$ cat config.mk
export PLATFORM = sky130hd
export DESIGN_NAME = spi_reg_ctrl
export DESIGN_NICKNAME = d
export VERILOG_FILES = /design/src/rtl/spi_reg_ctrl_pkg.sv /design/src/rtl/spi_reg_ctrl.sv
export SDC_FILE = /design/constraint.sdc
export NUM_CORES = 1
export LEC_CHECK = 0
export ABC_AREA = 1
export CAP_MARGIN = 20
export CORE_MARGIN = 5
export CORE_UTILIZATION = 49
export DETAILED_ROUTE_END_ITERATION = 6
export PLACE_DENSITY = 0.91
export SKIP_CTS_REPAIR_TIMING = 1
export SLEW_MARGIN = 20
export SYNTH_ARGS = -nofsm -noshare
export SYNTH_HDL_FRONTEND = slang
export SYNTH_SLANG_ARGS = --single-unit
$ cat constraint.sdc
create_clock -name clk -period 3.4 [get_ports clk]
set_input_delay 0.51 -clock clk [delete_from_list [all_inputs] [get_ports clk]]
set_output_delay 0.51 -clock clk [all_outputs]
set_load 0.03 [all_outputs]
$ cat src/rtl/spi_reg_ctrl_pkg.sv
// Shared types and constants for the SPI register-access command sequencer.
package spi_reg_ctrl_pkg;

  typedef enum logic [2:0] {
    IDLE,
    CMD,
    WR,
    RD_REQ,
    RD_WAIT,
    RD_PUSH,
    RD_IDLE
  } state_t;

  localparam int         CMD_RW_BIT     = 7;
  localparam logic [7:0] ERR_BYTE       = 8'hEE;
  localparam int         RD_TIMEOUT_DEF = 16;

endpackage

$ cat src/rtl/spi_reg_ctrl.sv
// SPI command sequencer: decodes a command byte and then streams auto-incrementing register writes or reads.
// Optional read watchdog is enabled with `define SPI_REG_CTRL_TIMEOUT_EN.
module spi_reg_ctrl
  import spi_reg_ctrl_pkg::*;
#(
  parameter int ADDR_W     = 7,
  parameter int RD_TIMEOUT = RD_TIMEOUT_DEF
) (
  input  logic              clk,
  input  logic              rst,
  input  logic              start,
  input  logic              busy,
  input  logic [7:0]        rx_dat,
  input  logic              rx_vld,
  output logic [7:0]        tx_dat,
  output logic              tx_vld,
  input  logic              tx_rdy,
  output logic [ADDR_W-1:0] reg_addr,
  output logic [7:0]        reg_wdat,
  output logic              reg_we,
  output logic              reg_re,
  input  logic [7:0]        reg_rdat,
  input  logic              reg_rvld,
  output logic              cmd_active,
  output logic              err
);

  state_t            state, state_n;
  logic [ADDR_W-1:0] addr_n;
  logic [7:0]        wdat_n, txd_n;
  logic              we_n, re_n, cmd_n, err_n;
  logic              tmo_hit;

`ifdef SPI_REG_CTRL_TIMEOUT_EN
  localparam int TMO_W = $clog2(RD_TIMEOUT + 1);
  logic [TMO_W-1:0] tmo_cnt;

  always_ff @(posedge clk) begin
    if (rst || state != RD_WAIT) tmo_cnt <= '0;
    else                         tmo_cnt <= tmo_cnt + 1'b1;
  end

  assign tmo_hit = (tmo_cnt == TMO_W'(RD_TIMEOUT - 1));
`else
  localparam int unused_rd_timeout = RD_TIMEOUT;
  assign tmo_hit = 1'b0;
`endif

  always_ff @(posedge clk) begin
    if (rst) state <= IDLE;
    else     state <= state_n;
  end

  // tx_vld is combinational so it can never be raised while tx_rdy is low.
  always_comb begin
    state_n = state;
    addr_n  = reg_addr;
    wdat_n  = reg_wdat;
    txd_n   = tx_dat;
    we_n    = 1'b0;
    re_n    = 1'b0;
    cmd_n   = cmd_active;
    err_n   = err;
    tx_vld  = 1'b0;
    if (reg_we) addr_n = reg_addr + 1'b1;
    if (!busy) begin
      state_n = IDLE;
      cmd_n   = 1'b0;
    end else if (start) begin
      state_n = CMD;
      cmd_n   = 1'b0;
      err_n   = 1'b0;
    end else begin
      case (state)
        CMD: if (rx_vld) begin
          addr_n  = rx_dat[ADDR_W-1:0];
          cmd_n   = 1'b1;
          state_n = rx_dat[CMD_RW_BIT] ? WR : RD_REQ;
        end
        WR: if (rx_vld) begin
          wdat_n = rx_dat;
          we_n   = 1'b1;
        end
        RD_REQ: begin
          re_n    = 1'b1;
          state_n = RD_WAIT;
        end
        RD_WAIT: if (reg_rvld) begin
          txd_n   = reg_rdat;
          state_n = RD_PUSH;
        end else if (tmo_hit) begin
          txd_n   = ERR_BYTE;
          err_n   = 1'b1;
          state_n = RD_PUSH;
        end
        RD_PUSH: if (tx_rdy && !rst) begin
          tx_vld  = 1'b1;
          state_n = RD_IDLE;
        end
        RD_IDLE: if (rx_vld) begin
          addr_n  = reg_addr + 1'b1;
          state_n = RD_REQ;
        end
        default: ;
      endcase
      // A byte arriving before the previous fetch was handed over is an underrun.
      if (rx_vld && (state == RD_REQ || state == RD_WAIT || state == RD_PUSH))
        err_n = 1'b1;
    end
  end

  always_ff @(posedge clk) begin
    if (rst) begin
      reg_addr   <= '0;
      reg_wdat   <= '0;
      tx_dat     <= '0;
      reg_we     <= 1'b0;
      reg_re     <= 1'b0;
      cmd_active <= 1'b0;
      err        <= 1'b0;
    end else begin
      reg_addr   <= addr_n;
      reg_wdat   <= wdat_n;
      tx_dat     <= txd_n;
      reg_we     <= we_n;
      reg_re     <= re_n;
      cmd_active <= cmd_n;
      err        <= err_n;
    end
  end

endmodule
==> qor.csv <==
stage,metric,value,unit
detailed_routing,vias,1673,
setup_path,worstPathMaxFanout,8,
run_status,status,finished clean,
clock_network,clockRootBuffer,clkbuf_4,
timing,final_max_slew_viol_count,0,
timing,final.setup.tns,0,ns
timing,hold_viol_final,0,
setup_path,crit_path_end_kind,output port,
clock_network,clock_sinks,30,
placement,place_hpwl,3.13,mm
logic_synthesis,yosysWarnings,0,
clock_network,clkTransAtPathRegs,0.09,ns
power,totalPowerFinal,662,uW
logic_synthesis,synth.avg_cell_area,6.59,um^2
logic_synthesis,yosys-top-cells-count,"58 x nand2_1, 40 x nor2_1, 30 x dfxtp_1",
floorplanning,die_w,66.0,um
floorplanning,placementRows,20,
timing,relSlewSlack,62.1,%
job,max_cap_viol_count,0,
placement,place_ws,0.619,ns
logic_synthesis,ys.flop_type,dfxtp_1,
grt,grt_max_degree,19,
timing,rsz0062_at_grt,false,
power,max-vdd-ir-drop,0.000217,V
clock_network,htree_levels,2,
clock_network,insertion_delay,0.35,ns
layout,drive_gt1_share,6.57,%
logic_synthesis,ys_types,28,
layout,nets,312,
timing,layout_setup_ws,0.596,ns
min_path,hp-class,flop to flop,
logic_synthesis,synth_top_area_cell,dfxtp_1,
setup_path,worstPathCellList,"clkdlybuf4s50_1, nand2_1, nor2_1, buf_4, inv_1, nor3_1, clkdlybuf4s50_1",
timing,finalSetupViolCount,0,
setup_path,setup.worst_path.start,busy,
power,leakage,0.000935,uW
setup_path,cp.arrival,2.29,ns
power,power.switching,172,uW
grt,grt_use_met2,34.0,%
setup_path,startpoint_type,input port,
grt,antenna_found_initial,0,
timing,max_freq,0.357,GHz
logic_synthesis,yosysMostFrequentCell,nand2_1,
detailed_routing,wirelength,4.11,mm
grt,gr-usage-all-layers,20.8,%
detailed_routing,dr.pass1.iters,4,
power,cell_internal_pwr,490,uW
grt,grt_use_met1,24.7,%
timing,worst_pin_slew,0.567,ns
grt,grt-ovfl-total,0,
power,pwr-share-comb,11.4,%
clock_network,clock_path_buffers,2,
placement,io_buffers,50,
layout,utilization,70.9,%
floorplanning,die_area,4350,um^2
logic_synthesis,synth-edff-count,0,
logic_synthesis,yosysSeqAreaShare,39.1,%
timing,skew,0.0142,ns
setup_path,max_stage_delay,0.69,ns
logic_synthesis,postSynthCellCount,233,
layout,area_growth,39.9,%
placement,globalplace.congestion,0.933,
setup_path,slowest_stage,clkdlybuf4s50_1,
floorplanning,pin_count,51,
logic_synthesis,synth.area.top_cells,"dfxtp_1 39%, nand2_1 14%, nor2_1 9.8%, o21ai_0 7.8%, nand3_1 6.5%",
setup_path,required,2.89,ns
logic_synthesis,synth_fp_nets,257,
grt,globalRouteMet3Util,4.25,%
floorplanning,initial_core_util,50.7,%
logic_synthesis,synthArstFlopShare,0,%
power,swShare,25.9,%
grt,grt_pass1_wl,7.00,mm
detailed_routing,drc,0,
min_path,hp-start,cmd_active,
layout,antenna_cells,0,
detailed_routing,dr.first_iter.drc_count,100,
grt,first_global_vias,1620,
logic_synthesis,synth_top_area_share,39.1,%
logic_synthesis,synth_seq_cells,30,
floorplanning,core_area,3030,um^2
detailed_routing,postRouteAntennaNets,0,
floorplanning,die_y,66.0,um
setup_path,worstSetupPathType,input port to output port,
setup_path,critPathMostFrequentCell,clkdlybuf4s50_1,
detailed_routing,viasPerCell,5.02,
timing,finalCritPeriodShare,82.5,%
clock_network,cts_tree,built,
logic_synthesis,syn_area,1540,um^2
setup_path,rr_startpoint,reg_addr[0],
detailed_routing,wl_per_cell,12.3,um
setup_path,crit_buf_inv,4,
grt,busiest_layer,met2,
power,power_density,308,nW/um^2
clock_network,numCtsBuffers,5,
setup_path,crit_family,buffers and inverters,
power,p_clk_share,34.7,%
timing,min_period,2.80,ns
power,p_seq_share,53.9,%
## stage by stage
step | instance area [um^2] | instances | hold slack (ns)
floorplan | 1540 | 233 | 0.550
global placement | 2090 | 325 | 0.446
detailed placement | 2090 | 325 | 0.442
CTS | 2150 | 333 | 0.456
global route | 2150 | 333 | 0.506
finish | 2150 | 333 | 0.458
## per-layer routing
metal	wire length, um	vias up	share of wire [%]
met4	116	0	2.8
met2	1910	73	46
met5	0	-	0
met1	1770	725	43
li1	-	864	-
met3	314	11	7.6
## cell type report
cell class                 count  area (um^2)
tap                           44         55.1
multi-input combinational    175          828
clock inverter                 1         5.00
timing repair buffer          51          508
inverter                      25         95.1
clock buffer                   7         55.1
sequential                    30          601
fill                         263          881
## worst min-delay path: stages, from the launching register on
cell     delay [ns]
dfxtp_1        0.32
inv_1          0.05
a21oi_1        0.05
## kinds of logic after synthesis
kind of cell / synth area share, %
flip-flops: 39.1
AO/OA/AOI/OAI: 13.7
adder cells (fa/ha/maj): 0.815
buffers and inverters: 6.93
XOR/XNOR: 2.28
AND/OR/NAND/NOR: 37.2
## power groups by stage
stage / clock network, uW / registers (uW) / logic (uW)
3_5_place_dp: 0 / 365 / 74.2
3_3_place_gp: 0 / 365 / 73.4
6_report: 230 / 357 / 75.3
5_1_grt: 248 / 358 / 83.0
2_1_floorplan: 0 / 368 / 31.4
4_1_cts: 233 / 357 / 74.9
## state kept, by name (all words and copies together), names as in the netlist
register    flops
cmd_active      1
err             1
reg_addr        7
reg_re          1
reg_wdat        8
reg_we          1
state           3
tx_dat          8
## cell usage in the layout (no fill, tap or decap)
| master | Yosys | final |
|---|---|---|
| nand2_2 | 1 | 1 |
| nand3_2 | 2 | 2 |
| or2_0 | 1 | 1 |
| nor3_1 | 3 | 3 |
| clkbuf_4 | 0 | 5 |
| nand2_4 | 1 | 1 |
| inv_2 | 3 | 3 |
| nand3_1 | 20 | 20 |
| nand4_1 | 1 | 1 |
| clkinv_2 | 1 | 2 |
| nor2_1 | 40 | 40 |
| dfxtp_1 | 30 | 30 |
| nor2_2 | 1 | 1 |
| xor2_1 | 3 | 3 |
| a21oi_1 | 8 | 8 |
| nand2_1 | 58 | 58 |
| a31oi_1 | 2 | 2 |
| nand3b_1 | 1 | 1 |
| clkbuf_8 | 0 | 1 |
| clkdlybuf4s50_1 | 0 | 50 |
| xnor2_1 | 1 | 1 |
| nor2_4 | 1 | 1 |
| buf_4 | 0 | 1 |
| a211oi_1 | 1 | 1 |
| ha_1 | 1 | 1 |
| nand4_2 | 1 | 1 |
| clkbuf_1 | 3 | 1 |
| o21ai_0 | 24 | 24 |
| inv_1 | 21 | 21 |
| o22ai_1 | 1 | 1 |
| o221ai_1 | 1 | 1 |
| o21bai_1 | 2 | 2 |
## worst paths after layout
| check | end | slack, ns | depth (start not counted) |
|---|---|---|---|
| min reg2reg | cmd_active | 0.46 | 2 |
| max | tx_vld | 0.60 | 7 |
| max reg2reg | reg_addr[6] | 1.84 | 10 |
| min | cmd_active | 0.46 | 2 |
Note: power is estimated with default switching activity, not from simulation.
